`config.mk`:
```
export PLATFORM = sky130hd
export DESIGN_NAME = tmds_channel_encoder
export DESIGN_NICKNAME = d
export VERILOG_FILES = /design/src/rtl/tmds_channel_encoder_pkg.sv /design/src/rtl/tmds_terc4_lut.sv /design/src/rtl/tmds_channel_encoder.sv
export SDC_FILE = /design/constraint.sdc
export NUM_CORES = 1
export LEC_CHECK = 0
export ABC_AREA = 1
export CORE_MARGIN = 5
export CORE_UTILIZATION = 45
export DETAILED_ROUTE_END_ITERATION = 8
export PLACE_DENSITY_LB_ADDON = 0.25
export SETUP_SLACK_MARGIN = 0.2
export SKIP_CTS_REPAIR_TIMING = 1
export SYNTH_ARGS = -nofsm -noshare
export SYNTH_HDL_FRONTEND = slang
export SYNTH_SLANG_ARGS = --single-unit
```
`constraint.sdc`:
```
create_clock -name clk -period 7.3 [get_ports clk]
set_clock_uncertainty 0.2 [all_clocks]
set_input_delay 1.46 -clock clk [delete_from_list [all_inputs] [get_ports clk]]
set_output_delay 1.46 -clock clk [all_outputs]
set_load 0.01 [all_outputs]
```
`src/rtl/tmds_channel_encoder_pkg.sv`:
```
// Shared TMDS definitions: symbol/disparity widths, control tokens and the TERC4 code table.
package tmds_channel_encoder_pkg;

  localparam int unsigned SYM_W = 10;
  localparam int unsigned CNT_W = 5;

  localparam logic [SYM_W-1:0] CTRL_TOKEN_00 = 10'b1101010100;
  localparam logic [SYM_W-1:0] CTRL_TOKEN_01 = 10'b0010101011;
  localparam logic [SYM_W-1:0] CTRL_TOKEN_10 = 10'b0101010100;
  localparam logic [SYM_W-1:0] CTRL_TOKEN_11 = 10'b1010101011;

  typedef enum logic [1:0] {
    PERIOD_CTRL,
    PERIOD_VIDEO,
    PERIOD_ISLAND
  } period_t;

  function automatic logic [SYM_W-1:0] ctrl_token(input logic [1:0] c);
    logic [SYM_W-1:0] tok;
    tok = CTRL_TOKEN_00;
    unique case (c)
      2'b00: tok = CTRL_TOKEN_00;
      2'b01: tok = CTRL_TOKEN_01;
      2'b10: tok = CTRL_TOKEN_10;
      2'b11: tok = CTRL_TOKEN_11;
    endcase
    return tok;
  endfunction

  function automatic logic [SYM_W-1:0] terc4_code(input logic [3:0] nib);
    logic [SYM_W-1:0] code;
    code = 10'b1010011100;
    unique case (nib)
      4'h0: code = 10'b1010011100;
      4'h1: code = 10'b1001100011;
      4'h2: code = 10'b1011100100;
      4'h3: code = 10'b1011100010;
      4'h4: code = 10'b0101110001;
      4'h5: code = 10'b0100011110;
      4'h6: code = 10'b0110001110;
      4'h7: code = 10'b0100111100;
      4'h8: code = 10'b1011001100;
      4'h9: code = 10'b0100111001;
      4'hA: code = 10'b0110011100;
      4'hB: code = 10'b1011000110;
      4'hC: code = 10'b1010001110;
      4'hD: code = 10'b1001110001;
      4'hE: code = 10'b0101100011;
      4'hF: code = 10'b1011000011;
    endcase
    return code;
  endfunction

endpackage

```
`src/rtl/tmds_terc4_lut.sv`:
```
// HDMI 1.4 TERC4 nibble-to-symbol lookup, purely combinational.
module tmds_terc4_lut
  import tmds_channel_encoder_pkg::*;
(
  input  logic [3:0]       aux,
  output logic [SYM_W-1:0] sym
);

  always_comb begin
    sym = terc4_code(aux);
  end

endmodule

```
`src/rtl/tmds_channel_encoder.sv`:
```
// One TMDS channel: 8b pixel / 2b control (/ TERC4 data island when TMDS_TERC4_EN is defined)
// to a 10b symbol, two register stages, running-disparity DC balance.
module tmds_channel_encoder
  import tmds_channel_encoder_pkg::*;
#(
  parameter int unsigned REVERSE_BITS = 0
)
(
  input  logic             clk,
  input  logic             rstn,
  input  logic             vde,
  input  logic [1:0]       ctrl,
  input  logic [7:0]       data,
`ifdef TMDS_TERC4_EN
  input  logic             ade,
  input  logic [3:0]       aux,
`endif
  output logic [SYM_W-1:0] tmds_out
);

  logic [8:0]              q_m;
  logic                    vde_r;
  logic [1:0]              ctrl_r;
  logic signed [CNT_W-1:0] cnt;
  logic signed [CNT_W-1:0] cnt_nxt;
  logic signed [CNT_W-1:0] bal;
  logic [SYM_W-1:0]        sym;
  period_t                 period;

  function automatic logic [3:0] popcount8(input logic [7:0] v);
    logic [3:0] n;
    n = '0;
    for (int unsigned i = 0; i < 8; i++) n = n + {3'b000, v[i]};
    return n;
  endfunction

  // Ones minus zeros of a byte, in the disparity counter's signed width.
  function automatic logic signed [CNT_W-1:0] balance(input logic [7:0] v);
    logic signed [5:0] d6;
    d6 = $signed({1'b0, popcount8(v), 1'b0}) - 6'sd8;
    return d6[CNT_W-1:0];
  endfunction

  function automatic logic [8:0] qm_encode(input logic [7:0] d);
    logic [3:0] n1;
    logic       use_xnor;
    logic [8:0] q;
    n1       = popcount8(d);
    use_xnor = (n1 > 4'd4) || ((n1 == 4'd4) && !d[0]);
    q        = '0;
    q[0]     = d[0];
    for (int unsigned i = 1; i < 8; i++)
      q[i] = use_xnor ? ~(q[i-1] ^ d[i]) : (q[i-1] ^ d[i]);
    q[8] = ~use_xnor;
    return q;
  endfunction

  function automatic logic [SYM_W-1:0] orient(input logic [SYM_W-1:0] w);
    logic [SYM_W-1:0] r;
    r = w;
    if (REVERSE_BITS != 0)
      for (int unsigned i = 0; i < SYM_W; i++) r[i] = w[SYM_W-1-i];
    return r;
  endfunction

  // Stage 1: transition-minimised word plus the period qualifiers travelling with it.
`ifdef TMDS_TERC4_EN
  logic             ade_r;
  logic [3:0]       aux_r;
  logic [SYM_W-1:0] terc4_sym;

  tmds_terc4_lut u_terc4 (
    .aux (aux_r),
    .sym (terc4_sym)
  );

  always_ff @(posedge clk) begin
    if (!rstn) begin
      ade_r <= 1'b0;
      aux_r <= '0;
    end else begin
      ade_r <= ade;
      aux_r <= aux;
    end
  end

  always_comb period = vde_r ? PERIOD_VIDEO : (ade_r ? PERIOD_ISLAND : PERIOD_CTRL);
`else
  always_comb period = vde_r ? PERIOD_VIDEO : PERIOD_CTRL;
`endif

  always_ff @(posedge clk) begin
    if (!rstn) begin
      q_m    <= '0;
      vde_r  <= 1'b0;
      ctrl_r <= '0;
    end else begin
      q_m    <= qm_encode(data);
      vde_r  <= vde;
      ctrl_r <= ctrl;
    end
  end

  // Stage 2: pick the inverted/plain form that pulls the running disparity back toward zero.
  always_comb begin
    sym     = CTRL_TOKEN_00;
    cnt_nxt = '0;
    bal     = balance(q_m[7:0]);
    case (period)
      PERIOD_VIDEO: begin
        if ((cnt == '0) || (bal == '0)) begin
          if (q_m[8]) begin
            sym     = {2'b01, q_m[7:0]};
            cnt_nxt = cnt + bal;
          end else begin
            sym     = {2'b10, ~q_m[7:0]};
            cnt_nxt = cnt - bal;
          end
        end else if (cnt[CNT_W-1] == bal[CNT_W-1]) begin
          sym     = {1'b1, q_m[8], ~q_m[7:0]};
          cnt_nxt = cnt - bal + (q_m[8] ? 5'sd2 : 5'sd0);
        end else begin
          sym     = {1'b0, q_m[8], q_m[7:0]};
          cnt_nxt = cnt + bal - (q_m[8] ? 5'sd0 : 5'sd2);
        end
      end
`ifdef TMDS_TERC4_EN
      PERIOD_ISLAND: sym = terc4_sym;
`endif
      default: sym = ctrl_token(ctrl_r);
    endcase
  end

  always_ff @(posedge clk) begin
    if (!rstn) begin
      tmds_out <= orient(CTRL_TOKEN_00);
      cnt      <= '0;
    end else begin
      tmds_out <= orient(sym);
      cnt      <= cnt_nxt;
    end
  end

  cnt_range : assert property (@(posedge clk) disable iff (!rstn)
    (cnt >= -5'sd10) && (cnt <= 5'sd10));

endmodule

```
After elaboration in Yosys (flattened, before gate mapping)
Cells that the tools add are included.

Register bits: 27. Output and inout port bits: 10.

Add/subtract/negate cells: 19. Order comparisons: 1. Equal/unequal tests: 6. Mux-type cells: 18. Bitwise operators: 16. Reductions and logical operators: 8.

Operators by type and width (number): $mux W10 (4); $pmux W10 S4 (1); $add A4 B1 Y4 (8); $mux W5 (3); $logic_not A5 Y1 (2); $add A3 B1 Y4 (2); $mux W1 (8); $not A1 Y1 (8); $not A8 Y8 (1); $xor A1 B1 Y1 (7); $add A2 B1 Y3 (2); $add A5 B3 Y5 (1); $add A5 B5 Y5 (1); $sub A5 B3 Y5 (1); $sub A5 B4 Y5 const B (1); $sub A5 B5 Y5 (1); $add A1 B1 Y2 (2); $eq A2 B2 Y1 const B (2); $eq A4 B3 Y1 const B (1); $gt A4 B3 Y1 const B (1); $mux W2 (2); $eq A2 B1 Y1 const B (1); $logic_not A2 Y1 (1); $logic_or A1 B1 Y1 (2); 5 further kinds (5).

Depth between registers and ports, before layout
Gate-level depths: netlist (run 1).

Depth after elaboration: 29. Depth in mapped cells: 19. Gate-level depth less buffers: 19.

Worst setup path after synthesis (run 1)
No wires, ideal clock.

Kind: input port to flip-flop. From: input port data[0]. To: register q_m[7]. Setup time: 113 ps. Data arrival time: 4372 ps. Slack: 2615 ps. Cell stages on the path: 16. Cells stage by stage: inv_1 fa_1 fa_1 fa_1 inv_1 ha_1 fa_1 nand3b_1 nand2_2 nand2_4 nand2_1 nand3_2 nand3_1 nand2_1 nor2_1 nor2_1.

Longest elaborated chain between the ends: 29. Elaborated cells on any way between the ends: 33.

Ends and longest elaborated chain: start, declared (line tmds_channel_encoder.sv:13) `input logic [7:0] data,`; parallel branches: the longest is 28 deep, another holds $add A3 B1 Y4; $mux W1 * (line tmds_channel_encoder.sv:53) `q[i] = use_xnor ? ~(q[i-1] ^ d[i]) : (q[i-1] ^ d[i]);`; end signal, assigned (line tmds_channel_encoder.sv:98) `q_m <= qm_encode(data);`; end, declared (line tmds_channel_encoder.sv:21) `logic [8:0] q_m;`.

Mark *: on every way between the ends. A chain may end at the register's enable or synchronous reset.

Final worst setup path (run 1)
From: input port data[0]. To: register q_m[6].

Longest elaborated chain between the ends: 26. Elaborated cells on any way between the ends: 30.

Ends and longest elaborated chain (line): parallel branches: the longest is 25 deep, another holds $add A3 B1 Y4; $mux W1 * (tmds_channel_encoder.sv:53).

Marked as above.

==> metrics.csv, run 1 <==
metric;value;unit
status;finished, final reports clean;
crit path time final;5.20;ns
vias in the first global route;1546;
critical path arrival;5.22;ns
RSZ-0062 raised after global routing;no;
Reg clk slew, reported paths;0.09;ns
die height;76.2;um
Power per Cell Area;432;nW/um2
leakage;1.15;nW
Placed Area;2230;um2
CTS tree;done;
Pint;0.517;mW
critical path class;in2reg;
CTS Buffer Depth;2;
fmax;192;MHz
# IOs;23;
initial antenna violation count;0;
EDFF count, synth;0;
remaining global-route overflow;0;
switch share;0.481;
Flop pwr share;0.190;
WL/cell;11.3;um
Syn Area/Cell;7.75;um2
net count after synthesis;300;
IO Port Bufs;22;
setup violators final;0;
crit start category;input port;
Post-route DRC;0;
Post-Synthesis Cells;254;
total track usage;0.135;
H-tree depth;1;
Routed Antenna Nets;0;
first-pass GRT wire length;6650;um
YS warnings;0;
Core Region;4290;um2
antenna fix cells;0;
Root Buffer Master;clkbuf_8;
Seq. cell area;520;um2
Synth Flop Type;dfxtp_1;
Comb pwr share;0.691;
share of the yosys chip area belonging to registers;0.264;
Crit Path Max Fanout;6;
DP Cell Count;325;
share of cells above drive strength 1;0.0939;
Final Hold Viols;0;
Tot Pwr;0.997;mW
library cells used by synthesis;29;
GPL Wtd Cong;0.863;
Die W;76.2;um
Cell Area, Synth;1970;um2
Initial Util;0.459;
Slew @ Worst Pin;0.553;ns
Clock Latency Late Sink;0.27;ns
standard-cell rows;24;
number of sinks on the clock net;26;
power share of the clock group;0.119;
dpl hpwl;3090;um
Die ar.;5800;um2
Area Growth Syn to Fin;17.1;%
Psw;0.479;mW
Iter 0 DRT Violations;89;
max cap viols;0;
drt via density;4.84;
Async SR Flop Fraction;0;
crit share post-route;0.713;
VDD IR max;0.000153;V
largest net degree at the start of global routing;17;
count of pins over their slew limit;0;
nets;324;
Finished Layout Cells;329;
multi-input logic area;1230;um2
Rel. slew slack;0.628;
CP endpoint kind;register;
Final TNS setup;0;ns
CTS Buf Count;3;
flops & latches, synth;26;
class of the worst hold path;reg2reg;
Post-Route Utilization;0.537;
Fillers;400;
fin area;2310;um2
router iterations before antenna repair;4;
Worst Path Required;7.32;ns
DR vias;1594;
Post-Route WL;3720;um
[through the flow]
stage	worst slack [ns]	hold WS, ns
5_1_grt	1.93	0.370
3_3_place_gp	1.94	0.330
4_1_cts	2.09	0.339
3_5_place_dp	1.81	0.325
2_1_floorplan	2.62	0.294
6_report	2.10	0.336
[cell families after synthesis]
group                      count (synthesis)  synth area share
buffers and inverters                     54             0.109
adders and majority gates                 33             0.248
AOI/OAI and AO/OA                         43             0.118
and+or+nand+nor                           90             0.226
DFF                                       26             0.264
xor gates and xnor gates                   8            0.0356
[power groups by stage]
stage               clock network, mW  logic, mW  registers [mW]
finish                          0.119      0.689           0.189
detailed placement                  0      0.689           0.193
global placement                    0      0.680           0.193
floorplan                           0      0.539           0.192
CTS                             0.122      0.696           0.189
global route                    0.129      0.802           0.194
[area by class of cell]
type                       instances  share of cell area
tap                               52              0.0282
timing repair buffer              22              0.0955
inverter                          51              0.0841
clock buffer                       3              0.0179
clock inverter                     1              0.0130
multi-input combinational        174               0.536
sequential                        26               0.226
[registers in the layout (all words and copies together), names as in the netlist]
register and cells:
q_m 9, cnt 4, vde_r 1, tmds_out 10, ctrl_r 2
[Yosys cell counts, types with 2 or more instances]
cell type  instances  area share
fa_1              10        0.10
ha_1              23        0.15
xnor2_1            4       0.018
nand3_1           11       0.028
xor2_1             4       0.018
nand3_2            6       0.030
nand2_1           40       0.076
nand2_4            3       0.017
a21oi_1           21       0.053
o211ai_1           2      0.0076
nand2_2            8       0.025
a31oi_1            2      0.0064
o21ai_0           11       0.028
or2_2              2      0.0064
inv_1             49       0.093
nor2_1            16       0.030
dfxtp_1           26        0.26
nor3_1             2      0.0051
o21ai_1            4       0.010
[final timing paths]
check               startpoint                      to  slack [ns]  cells past startpoint
min reg2reg  q_m[4]$_SDFF_PN0_  tmds_out[4]$_SDFF_PN1_        0.34                      2
max                    data[0]       q_m[6]$_SDFF_PN0_        2.10                     18
max reg2reg  q_m[0]$_SDFF_PN0_       cnt[4]$_SDFF_PN0_        2.96                     15
min          q_m[4]$_SDFF_PN0_  tmds_out[4]$_SDFF_PN1_        0.34                      2
[placed cells by master (no fill, tap or decap), types with 2 or more instances in the layout]
master / Yosys / final
o21ai_1: 4 / 4
inv_1: 49 / 49
xor2_1: 4 / 4
fa_1: 10 / 10
nand3_2: 6 / 6
nor2_1: 16 / 16
clkdlybuf4s50_1: 0 / 22
nor3_1: 2 / 2
xnor2_1: 4 / 4
o21ai_0: 11 / 11
o211ai_1: 2 / 2
nand3_1: 11 / 11
a21oi_1: 21 / 21
nand2_1: 40 / 40
clkbuf_8: 0 / 3
a31oi_1: 2 / 2
nand2_2: 8 / 8
nand2_4: 3 / 3
ha_1: 23 / 23
or2_2: 2 / 2
dfxtp_1: 26 / 26
[metal layers]
layer  global-route usage  wire [um]  vias up
li1                     -          -      847
met2                0.221       1740       36
met3               0.0142        160        6
met1                0.180       1740      705
met4               0.0577         70        0
met5                    0          0        -
[worst max-delay path, cell delays in order]
cell and delay [ns]:
clkdlybuf4s50_1 0.56, inv_1 0.09, fa_1 0.55, fa_1 0.44
fa_1 0.50, inv_1 0.04, ha_1 0.19, fa_1 0.42
nand3b_1 0.17, nand2_2 0.13, nand2_4 0.08, nand2_1 0.08
nand3_2 0.11, nand2_2 0.10, nand2_1 0.07, nand3_1 0.07
nand2_1 0.05, nor2_1 0.10
Note: power is estimated with default switching activity, not from simulation.
==> run 2: changes to the inputs <==
- clock period: 7.3 -> 5.1 ns (I/O delays scaled with it)
==> run 2 against run 1 <==
  * Via count shrank 1.3%
  * Hold slack gained 0.0077 ns
  * Die area unchanged
  * Power is 43% higher
  * Global-route usage fell by 0.22 points
  * Core utilization is 0.058 points higher
  * Final area is 0.11% higher
  * Sequential power grew 43%
  * Highest routed layer unchanged
==> metrics.csv, run 2 (synthesis gave the netlist of run 1 again) <==
metric;value;unit;change
status;finished, final reports clean;;unchanged
largest net degree at the start of global routing;17;;unchanged
WL/cell;11.3;um;about the same
total track usage;0.133;;was 0.135
Final Hold Viols;0;;unchanged
delay-heaviest family, CP;adder cells;;unchanged
H-tree depth;1;;unchanged
Rel. slew slack;0.630;;was 0.628
met3 Usage GRT;0.00827;;was 0.0142
crit start category;input port;;unchanged
count of pins over their slew limit;0;;unchanged
VDD IR max;0.000221;V;was 0.000153 V
Placed Area;2230;um2;unchanged
initial antenna violation count;0;;unchanged
CTS Buf Count;3;;unchanged
Die ar.;5800;um2;unchanged
Iter 0 DRT Violations;86;;was 89
worst-path cell chain;clkdlybuf4s50_1 > inv_1 > fa_1 > fa_1 > fa_1 > inv_1 > ha_1 > fa_1 > nand3b_1 > nand2_2 > nand2_4 > nand2_1 > nand3_2 > nand2_2 > nand2_1 > nand3_1 > nand2_1 > nor2_1;;unchanged
class of the worst hold path;reg2reg;;unchanged
grt peak-use layer;met2;;unchanged
GPL Wtd Cong;0.862;;was 0.863
worst setup margin;0.434;ns;was 2.10 ns
number of sinks on the clock net;26;;unchanged
nets;324;;unchanged
Post-Route Utilization;0.538;;was 0.537
# IOs;23;;unchanged
dpl hpwl;3070;um;was 3090 um
Reg clk slew, reported paths;0.09;ns;about the same
Tot Pwr;1.43;mW;was 0.997 mW
Die W;76.2;um;unchanged
most common cell after layout, fill and taps aside;inv_1;;unchanged
Initial Util;0.459;;unchanged
met2 Use GR;0.221;;unchanged
Post-Route WL;3730;um;was 3720 um
Top Registers;tmds_out (10), q_m (9), cnt (4);;unchanged
Power per Cell Area;619;nW/um2;was 432 nW/um2
RSZ-0062 raised after global routing;no;;unchanged
critical path arrival;4.69;ns;was 5.22 ns
fin area;2310;um2;about the same
die height;76.2;um;unchanged
drt via density;4.78;;was 4.84
Max stage delay on crit path;0.51;ns;was 0.56 ns
Final TNS setup;0;ns;unchanged
max cap viols;0;;unchanged
setup violators final;0;;unchanged
antenna fix cells;0;;unchanged
pre-CTS setup slack;0.0494;ns;was 1.81 ns
Slew @ Worst Pin;0.554;ns;was 0.553 ns
crit share post-route;0.915;;
Top reg by flops;tmds_out;;unchanged
Crit Path Max Fanout;6;;unchanged
fmax;214;MHz;
Root Buffer Master;clkbuf_8;;unchanged
final hold slack;0.344;ns;was 0.336 ns
max reg flops;10;;unchanged
vias in the first global route;1496;;was 1,546
grt met1 use;0.181;;was 0.180
critical path class;in2reg;;unchanged
count of buffer and inverter cells on the critical path;3;;unchanged
slowest library cell on the worst path;clkdlybuf4s50_1;;unchanged
crit path time final;4.67;ns;
Post-route DRC;0;;unchanged
first-pass GRT wire length;6590;um;was 6650 um
cell repeated most along the worst path;fa_1;;unchanged
remaining global-route overflow;0;;unchanged
Clock Latency Late Sink;0.27;ns;about the same
CTS tree;done;;unchanged
share of cells above drive strength 1;0.0939;;unchanged
Core Region;4290;um2;unchanged
most frequent cells in the layout;49 x inv_1, 40 x nand2_1, 26 x dfxtp_1, 23 x ha_1;;was 49 x inv_1, 40 x nand2_1, 26 x dfxtp_1, 23 x ha_1, 22 x clkdlybuf4s50_1
Area Growth Syn to Fin;17.2;%;was 17.1%
Fillers;400;;unchanged
Worst Path Required;5.12;ns;was 7.32 ns
IO Port Bufs;22;;unchanged
CTS Buffer Depth;2;;unchanged
DR vias;1573;;was 1,594
CP endpoint kind;register;;unchanged
DP Cell Count;325;;unchanged
leakage;1.16;nW;was 1.15 nW
router iterations before antenna repair;4;;unchanged
Routed Antenna Nets;0;;unchanged
Finished Layout Cells;329;;unchanged
standard-cell rows;24;;unchanged
run 2: changes by cell type in the layout (fill, tap and decap cells not counted):
| cell | change |
|---|---|
| clkdlybuf4s50_1 | -1 |
| dlymetal6s2s_1 | +1 |
run 2: cell type report:
| type | count | area, um2 | share of cell area |
|---|---|---|---|
| multi-input combinational | 174 | 1230 | 0.535 |
| inverter | 51 | 194 | 0.0840 |
| timing repair buffer | 22 | 223 | 0.0965 |
| clock inverter | 1 | 30.0 | 0.0130 |
| sequential | 26 | 520 | 0.225 |
| tap | 52 | 65.1 | 0.0282 |
| clock buffer | 3 | 41.3 | 0.0179 |
run 2: where the power goes:
group	leakage (nW)	switching (mW)	total [mW]	internal, mW
Clock	0.0357	0.0662	0.171	0.105
Combinational	0.911	0.594	0.988	0.393
Sequential	0.215	0.0272	0.271	0.244
run 2: tightest hold or removal path, stage by stage (launching register included):
cell and delay [ns]:
dfxtp_1 0.33, nor2_1 0.09, o21ai_0 0.08
run 2: final timing paths:
path                                         from                      to  slack [ns]  depth (start not counted)
worst min register to register  q_m[6]$_SDFF_PN0_  tmds_out[6]$_SDFF_PN1_        0.34                          2
worst min-delay path            q_m[6]$_SDFF_PN0_  tmds_out[6]$_SDFF_PN1_        0.34                          2
worst max register to register  q_m[0]$_SDFF_PN0_       cnt[4]$_SDFF_PN0_        0.74                         15
worst max-delay path                      data[3]       q_m[6]$_SDFF_PN0_        0.43                         18
run 2: metal layers:
metal | routed length, um | vias to the layer above
met1 | 1830 | 696
met2 | 1690 | 28
li1 | - | 841
met5 | 0 | -
met3 | 134 | 8
met4 | 76 | 0
==> RTL edit (flow settings as in run 2) <==
`REVERSE_BITS`: 0 -> 1.
--- a/src/rtl/tmds_channel_encoder.sv
+++ b/src/rtl/tmds_channel_encoder.sv
@@ -3,7 +3,7 @@
 module tmds_channel_encoder
   import tmds_channel_encoder_pkg::*;
 #(
-  parameter int unsigned REVERSE_BITS = 0
+  parameter int unsigned REVERSE_BITS = 1
 )
 (
   input  logic             clk,
Formal check against the unedited RTL: not equivalent (Yosys sat finds a counterexample within 4 cycles, from zero or initial values and one cycle with rstn low).
==> RTL edit against run 2 <==
  * Total power is 2.0% higher
  * Sequential cell count did not move
  * Design area fell by 0.11%
  * Worst setup slack better by 0.022 ns
  * Synthesized area decreased by 0.19%
  * Count of clock-buffer cells in the layout unchanged
  * Final cell count rose by 0.30%
  * Wire length fell by 2.6%
==> RTL edit: results (changes against run 2) <==
Routing
  – Avg Vias per Cell: 4.779 (was 4.781)
  – Iteration-0 DRC Markers: 133 (was 86)
  – Drt pass-1 iters: 4 (unchanged)
  – Met3 WL: 141 um (was 134 um)
  – Routed WL: 3.633 mm (was 3.730 mm)
  – Top Metal Used: met4 (unchanged)
  – Met1 WL: 1.799 mm (was 1.828 mm)
  – Met2 Wirelength: 1.639 mm (was 1.690 mm)

Cells and area
  – Non-Filler Instances: 330 (was 329)
  – ANT cells: 0 (unchanged)
  – Layout cells sized above 1: 7.554% (was 9.386%)
  – Biggest regs: tmds_out x10, q_m x9, cnt x4 (unchanged)

Global route
  – Vias in the first global route: 1,577 (was 1,496)
  – Initial antenna violation count: 0 (unchanged)
  – Total track usage: 13.51% (was 13.28%)
  – GR Util met2: 21.83% (was 22.09%)
  – Largest net degree at the start of global routing: 17 (unchanged)
  – GRT met3 Usage: 1.537% (was 0.8274%)
  – Met1 Track Usage GR: 18.70% (was 18.12%)
  – First-pass GRT wire length: 6.713 mm (was 6.589 mm)

Timing
  – Post-Route Setup TNS: 0 ns (unchanged)
  – Worst slew margin: 63.02% (was 62.98%)

Yosys
  – Syn avg cell area: 7.708 um2 (was 7.754 um2)
  – Post-synth top cells: inv_1, nand2_1, dfxtp_1 (unchanged)
  – Syn nets: 301 (was 300)
  – Synth warn: 0 (unchanged)
  – Asr flop ratio synth: 0% (unchanged)
  – Post-synthesis cell type count: 31 (was 29)
  – Post-synthesis sequential area ratio: 26.48% (was 26.43%)
  – Ys flop type: dfxtp_1 (unchanged)
  – Area contributors post-synth: dfxtp_1, ha_1, fa_1 (unchanged)

Setup path
  – CP max FO: 6 (unchanged)
  – Largest stage delay on the critical path: 0.51 ns (about the same)
  – CP max-delay cell: clkdlybuf4s50_1 (unchanged)
  – WP data arrival: 4.66 ns (was 4.69 ns)
  – CP top delay family: adder cells (unchanged)

CTS
  – Root Driver: clkbuf_8 (unchanged)
  – Worst-Skew Late Latency: 0.27 ns (about the same)
  – Longest Clk Path Bufs: 2 (unchanged)
  – H-tree depth: 1 (unchanged)
  – Clock buffer count from CTS: 3 (unchanged)
  – Clk slew on worst S/H paths: 0.09 ns (about the same)

Place
  – Final Wtd Congestion: 0.8101 (was 0.8616)
  – DPL Wire Length: 2.992 mm (was 3.070 mm)
  – PortBufs: 22 (unchanged)
  – Placement Cell Area: 0.002232 mm2 (was 0.002235 mm2)

Hold path
  – Tightest Hold Check Type: reg2reg (unchanged)

Pwr
  – Peak supply drop: 0.3020 mV (was 0.2215 mV)
  – LEAKAGE: 0.001148 uW (was 0.001162 uW)

Run status
  – Status: complete, no violations (unchanged)
RTL edit: layout make-up:
class                      count  area (um2)
sequential                    26       520.5
clock inverter                 1       30.03
timing repair buffer          22       222.7
multi-input combinational    176        1234
fill                         414        1988
inverter                      50       192.7
tap                           52       65.06
clock buffer                   3       41.29
RTL edit: worst paths after layout:
check | from | to | slack [ns] | depth (start not counted)
max | data[3] | q_m[7] | 0.46 | 18
min | q_m[8] | tmds_out[1] | 0.33 | 2
max reg2reg | q_m[0] | tmds_out[2] | 0.68 | 17
min reg2reg | q_m[8] | tmds_out[1] | 0.33 | 2
RTL edit: metrics by stage:
stage | hold slack [ns] | setup WS [ns]
detailed placement | 0.3307 | 0.1240
global placement | 0.3306 | 0.2151
finish | 0.3310 | 0.4561
CTS | 0.3429 | 0.4069
global route | 0.3612 | 0.2054
floorplan | 0.2654 | 0.8840
RTL edit: cell families (layout without fill, tap and decap cells):
logic type	Yosys count	after routing	synth area share, %
AND/OR/NAND/NOR	92	92	22.09
buffers and inverters	53	76	10.76
AO/OA/AOI/OAI	43	43	12.29
adder cells (fa/ha/maj)	33	33	24.83
flip-flops	26	26	26.48
XOR/XNOR	8	8	3.564
RTL edit: power breakdown:
| group | internal [uW] | switching [uW] | total (uW) |
|---|---|---|---|
| clock network | 105 | 63.9 | 169 |
| logic | 404 | 618 | 1020 |
| registers | 244 | 25.3 | 269 |
| total | 752 | 707 | 1460 |
RTL edit: worst register-to-register path: stages, from the launching register on:
cell and delay, ns:
dfxtp_1 0.36, fa_1 0.54, inv_1 0.05, fa_1 0.45
fa_1 0.49, inv_1 0.04, ha_1 0.20, fa_1 0.41
xnor2_1 0.19, inv_1 0.09, ha_1 0.31, or2_4 0.24
nand2_4 0.10, inv_4 0.07, a21oi_4 0.28, nand2_4 0.12
o21ai_2 0.13, a21oi_1 0.06
